<file path="config.mk">
export PLATFORM = sky130hd
export DESIGN_NAME = uart_tx_ctrl
export DESIGN_NICKNAME = d
export VERILOG_FILES = /design/src/rtl/uart_tx_ctrl.sv
export SDC_FILE = /design/constraint.sdc
export NUM_CORES = 1
export LEC_CHECK = 0
export BUFFER_PORTS_ARGS = -buffer_cell sky130_fd_sc_hd__buf_4
export CORE_AREA = 2 2 59 61
export CTS_BUF_LIST = sky130_fd_sc_hd__clkbuf_4 sky130_fd_sc_hd__clkbuf_8 sky130_fd_sc_hd__clkbuf_16
export CTS_CLUSTER_DIAMETER = 100
export DETAILED_ROUTE_END_ITERATION = 16
export DIE_AREA = 0 0 61 63
export GPL_TIMING_DRIVEN = 0
export HOLD_SLACK_MARGIN = 0.05
export PLACE_DENSITY = 0.79
export SLEW_MARGIN = 20
export SYNTH_ARGS = -nofsm -noshare
export SYNTH_HDL_FRONTEND = slang
export SYNTH_SLANG_ARGS = --single-unit
export TNS_END_PERCENT = 30
</file>
<file path="constraint.sdc">
create_clock -name baud_clk -period 2.2 [get_ports baud_clk]
set_input_delay 0.11 -clock baud_clk [delete_from_list [all_inputs] [get_ports baud_clk]]
set_output_delay 0.11 -clock baud_clk [all_outputs]
set_load 0.02 [all_outputs]
</file>
<file path="src/rtl/uart_tx_ctrl.sv">
// UART transmit controller: buffers host bytes into an external Tx unit and
// drains them as serial frames, with an ack timeout and a flush request.
module uart_tx_ctrl #(
    parameter int FIFO_DEPTH_T = 16,
    parameter int FRAME_BITS   = 9,
    parameter int ACK_TIMEOUT  = 15
) (
    input  logic                          baud_clk,
    input  logic                          rst,
    input  logic                          req_valid,
    input  logic [7:0]                    req_data,
    input  logic                          req_par,
    output logic                          req_ready,
    input  logic                          flush,
    input  logic                          Rx_ready,
    input  logic                          PREADY_W,
    output logic                          write,
    output logic [7:0]                    data_in,
    output logic                          parity_sel,
    output logic                          start_Tx,
    output logic                          new_instruction_Tx,
    output logic [$clog2(FIFO_DEPTH_T):0] pending,
    output logic                          busy,
    output logic                          err_timeout
);
    localparam int PW = $clog2(FIFO_DEPTH_T) + 1;
    localparam int TW = $clog2(ACK_TIMEOUT + 1);
    localparam int BW = $clog2(FRAME_BITS + 1);
    localparam logic [PW-1:0] DEPTH_C    = PW'(FIFO_DEPTH_T);
    localparam logic [PW-1:0] P_ONE_C    = PW'(1);
    localparam logic [PW-1:0] P_ZERO_C   = PW'(0);
    localparam logic [TW-1:0] T_ONE_C    = TW'(1);
    localparam logic [TW-1:0] T_ZERO_C   = TW'(0);
    localparam logic [TW-1:0] TMO_LAST_C = TW'(ACK_TIMEOUT - 1);
    localparam logic [BW-1:0] B_ONE_C    = BW'(1);
    localparam logic [BW-1:0] B_ZERO_C   = BW'(0);
    localparam logic [BW-1:0] BIT_LAST_C = BW'(FRAME_BITS - 1);

    typedef enum logic [2:0] {
        IDLE     = 3'd0,
        LOAD     = 3'd1,
        WAIT_ACK = 3'd2,
        ARM      = 3'd3,
        SHIFT    = 3'd4,
        GAP      = 3'd5
    } state_e;

    state_e        state_q, state_d;
    logic [PW-1:0] pending_q, pending_d;
    logic [TW-1:0] tmo_q, tmo_d;
    logic [BW-1:0] bit_q, bit_d;
    logic          flush_pend_q, flush_pend_d;
    logic          err_q, err_d;
    logic [7:0]    data_q, data_d;
    logic          par_q, par_d;
    logic          ready_q, write_q, start_q, newi_q, busy_q;
    logic          hs_s;

    // ready_q is only ever high in IDLE, so it doubles as the state qualifier
    assign hs_s = req_valid && ready_q;

    // Next-state, counter and datapath selection
    always_comb begin
        state_d   = state_q;
        pending_d = pending_q;
        tmo_d     = tmo_q;
        bit_d     = bit_q;
        err_d     = err_q;
        data_d    = data_q;
        par_d     = par_q;
        case (state_q)
            IDLE: begin
                if (hs_s) begin
                    data_d  = req_data;
                    par_d   = req_par;
                    state_d = LOAD;
                end else if ((pending_q != P_ZERO_C) &&
                             (flush_pend_q || (pending_q == DEPTH_C))) begin
                    state_d = ARM;
                end else begin
                    state_d = IDLE;
                end
            end
            LOAD: begin
                tmo_d   = T_ZERO_C;
                state_d = WAIT_ACK;
            end
            WAIT_ACK: begin
                // An ack on the final allowed cycle still counts as stored
                if (PREADY_W) begin
                    pending_d = pending_q + P_ONE_C;
                    state_d   = IDLE;
                end else if (tmo_q == TMO_LAST_C) begin
                    err_d   = 1'b1;
                    state_d = IDLE;
                end else begin
                    tmo_d = tmo_q + T_ONE_C;
                end
            end
            ARM: begin
                if (Rx_ready) begin
                    bit_d   = B_ZERO_C;
                    state_d = SHIFT;
                end else begin
                    state_d = ARM;
                end
            end
            SHIFT: begin
                if (bit_q == BIT_LAST_C) begin
                    pending_d = pending_q - P_ONE_C;
                    state_d   = GAP;
                end else begin
                    bit_d = bit_q + B_ONE_C;
                end
            end
            GAP: begin
                if (pending_q != P_ZERO_C) begin
                    state_d = ARM;
                end else begin
                    state_d = IDLE;
                end
            end
            default: begin
                state_d = IDLE;
            end
        endcase
        flush_pend_d = flush || (flush_pend_q && (pending_d != P_ZERO_C));
    end

    // State and registered outputs, all derived from the next state
    always_ff @(posedge baud_clk or negedge rst) begin
        if (!rst) begin
            state_q      <= IDLE;
            pending_q    <= P_ZERO_C;
            tmo_q        <= T_ZERO_C;
            bit_q        <= B_ZERO_C;
            flush_pend_q <= 1'b0;
            err_q        <= 1'b0;
            data_q       <= 8'h00;
            par_q        <= 1'b0;
            ready_q      <= 1'b1;
            write_q      <= 1'b0;
            start_q      <= 1'b0;
            newi_q       <= 1'b0;
            busy_q       <= 1'b0;
        end else begin
            state_q      <= state_d;
            pending_q    <= pending_d;
            tmo_q        <= tmo_d;
            bit_q        <= bit_d;
            flush_pend_q <= flush_pend_d;
            err_q        <= err_d;
            data_q       <= data_d;
            par_q        <= par_d;
            ready_q      <= (state_d == IDLE) && (pending_d < DEPTH_C);
            write_q      <= (state_d == LOAD);
            start_q      <= (state_d == SHIFT);
            newi_q       <= (state_q == ARM) && (state_d == SHIFT);
            busy_q       <= (state_d != IDLE);
        end
    end

    assign req_ready          = ready_q;
    assign write              = write_q;
    assign data_in            = data_q;
    assign parity_sel         = par_q;
    assign start_Tx           = start_q;
    assign new_instruction_Tx = newi_q;
    assign pending            = pending_q;
    assign busy               = busy_q;
    assign err_timeout        = err_q;

endmodule
</file>
==> metrics.txt <==
Hold Crit Depth=3; # DRC=0; worst path required time=2.43 ns; Antenna Cells=0; Net count, final=231; min cycle time layout=2.13 ns; DRT antenna net count=0; Post-synth top cells=dfrtp_1, inv_1, mux2_2; CTS buffer count=5; r2r startpoint=pending[0]; cell row count=21; gr usage total=0.222; Placed Cells=232; post-synth top area share=0.477; Max Freq=470 MHz; die span in x=61 um; CP Launch Type=register; synthesis-stage register bit count=32; CP Launch Point=pending[0]; DIE AREA=0.00384 mm2; DR vias=1392; clk sinks=32; CTS root buf=clkbuf_4; GPL Wtd Cong=0.784; Avg Cell Area, Syn=10.7 um2; io pins=35; wire per inst=14.8 um; ranking of synthesized cells by area=dfrtp_1, mux2_2, ha_1, o21ai_0, inv_1; crit path kind=register to register; vias per inst=5.42; die height=63 um; crit-path max FO=5; Final Cell Area=0.00220 mm2; setup ws final=0.0726 ns; placed cell area=0.00194 mm2; area leader, netlist=dfrtp_1; CTS tree=done; final setup violating endpoints=0; first-pass GRT wire length=6390 um; Clk pin slew, worst setup/hold paths=0.10 ns; syn nets=173; Post-synth EDFFs=0; final-report max-slew violation count=0; headroom to the max-slew limit=0.607; Netlist cell types=46; post-synthesis sequential area ratio=0.493; status=finished, final reports clean; vias in the first global route=1471; P&R area growth vs syn=35.1%; r2r setup slk=0.07 ns; most frequent cell after synthesis=dfrtp_1; Power Density=1320 mW/mm2; Worst Clk Skew=0.00371 ns; clock latency on the worst-skew pair=0.34 ns; initial antenna violation count=0; Hold WS=0.150 ns; layout cells sized above 1=0.346; mapped cell area=0.00163 mm2; drt total wl=3800 um; total congestion overflow=0; CTS H-tree depth=2; initial cell density of the core=0.504; Core Area=0.00323 mm2; drt pass-1 iters=4; Hold Crit Start=PREADY_W; Worst Reg-to-Reg Cells=7; # port buffers=34; arrival time of the worst setup path=2.36 ns; yosys warns=0; period utilization=0.967; Static Leak=1.02 nW; Finished Layout Cells=257; WHS Endpoint=err_timeout; pin count of the biggest net entering global routing=33; Slew @ Worst Pin=0.586 ns; Post-Place Worst Slack=0.0400 ns; endpoints failing hold=0; Iter 0 DRT Violations=58; dpl hpwl=2640 um; clock buffer depth=2; ys async rst share=1.00; Max VDD drop=0.663 mV; total power=0.00289 W; HP Class=input pin to register; Max-Cap Viols=0; cell count after synthesis=152; Primary FF master, synth=dfrtp_1; reg2reg end=busy; Worst Setup End Kind=register
cell usage in the layout, fill, tap and decap left out, types with 4 or more instances in the layout:
| master | Yosys | final |
|---|---|---|
| mux2_2 | 9 | 9 |
| nand2_1 | 7 | 7 |
| o211ai_1 | 4 | 4 |
| nor2_1 | 7 | 7 |
| inv_1 | 10 | 9 |
| nand2b_1 | 4 | 4 |
| buf_4 | 0 | 39 |
| dlygate4sd3_1 | 0 | 12 |
| a31oi_1 | 5 | 5 |
| or3_1 | 4 | 4 |
| ha_1 | 6 | 6 |
| nand3_1 | 4 | 4 |
| dfrtp_1 | 31 | 29 |
| a21oi_1 | 5 | 5 |
| o21ai_0 | 8 | 8 |
| clkbuf_4 | 0 | 5 |
| buf_2 | 4 | 4 |
through the flow:
| stage | TNS [ns] | utilization |
|---|---|---|
| floorplan | 0 | - |
| global placement | 0 | 0.600 |
| detailed placement | 0 | 0.600 |
| CTS | 0 | 0.662 |
| global route | -0.00943 | 0.680 |
| finish | 0 | 0.680 |
worst max-delay path by stage:
| stage | end | slack, ns | depth (start not counted) |
|---|---|---|---|
| after floorplan | busy | 0.14 | 7 |
| after global placement | busy | 0.08 | 7 |
| after detailed placement | busy | 0.04 | 7 |
| after CTS | busy | 0.02 | 7 |
| after global routing | busy | -0.009 | 7 |
| final | busy | 0.07 | 7 |
metal layers:
metal / vias up / wire [um] / part of all wire / GRT usage
li1: 674 / - / - / -
met5: - / 0 / 0 / 0
met2: 33 / 2020 / 0.53 / 0.387
met1: 672 / 1540 / 0.41 / 0.239
met3: 13 / 124 / 0.033 / 0.0538
met4: 0 / 112 / 0.029 / 0.114
registers in the layout, summed over array words and instances, names as in the netlist:
register / flops
state_q: 3
parity_sel: 1
err_timeout: 1
new_instruction_Tx: 1
req_ready: 1
start_Tx: 1
bit_q: 4
write: 1
tmo_q: 4
busy: 1
pending: 5
flush_pend_q: 1
data_in: 8
layout make-up:
cell class	instances	area (um2)
flip-flops and latches	32	805
inverters	10	37.5
clock inverters	3	42.5
clock buffers	5	37.5
multi-input cells	103	767
well taps	46	57.6
fillers	258	1030
plain buffers	7	38.8
repair buffers	51	413
where the power goes:
part	internal [W]	switching (W)	total [W]
combinational	0.000630	0.000795	0.00143
sequential	0.000823	0.000191	0.00101
clock	0.000237	0.000215	0.000452
total	0.00169	0.00120	0.00289
worst max-delay path, stage by stage, from the launching register on:
cell	delay, ns
dfrtp_2	0.45
inv_2	0.09
ha_1	0.20
or3b_4	0.40
nor2_1	0.13
a21oi_1	0.09
or2_1	0.30
or3_1	0.36
cells by family (layout without fill, tap and decap cells):
kind of cell / count (synthesis) / in the layout / share of synthesized area
and+or+nand+nor: 48 / 48 / 0.181
xor gates and xnor gates: 3 / 3 / 0.0161
buffers and inverters: 17 / 76 / 0.0469
muxes: 10 / 10 / 0.0684
DFF: 32 / 32 / 0.493
adders and majority gates: 6 / 6 / 0.0461
AOI/OAI and AO/OA: 36 / 36 / 0.148
timing repair:
item	CTS	global route
resized for setup	0	6
endpoints found under the setup margin	0	4
endpoints found under the hold margin	43	0
buffers inserted	0	5
hold buffers	12	0
(Power assumes the default switching activity.)
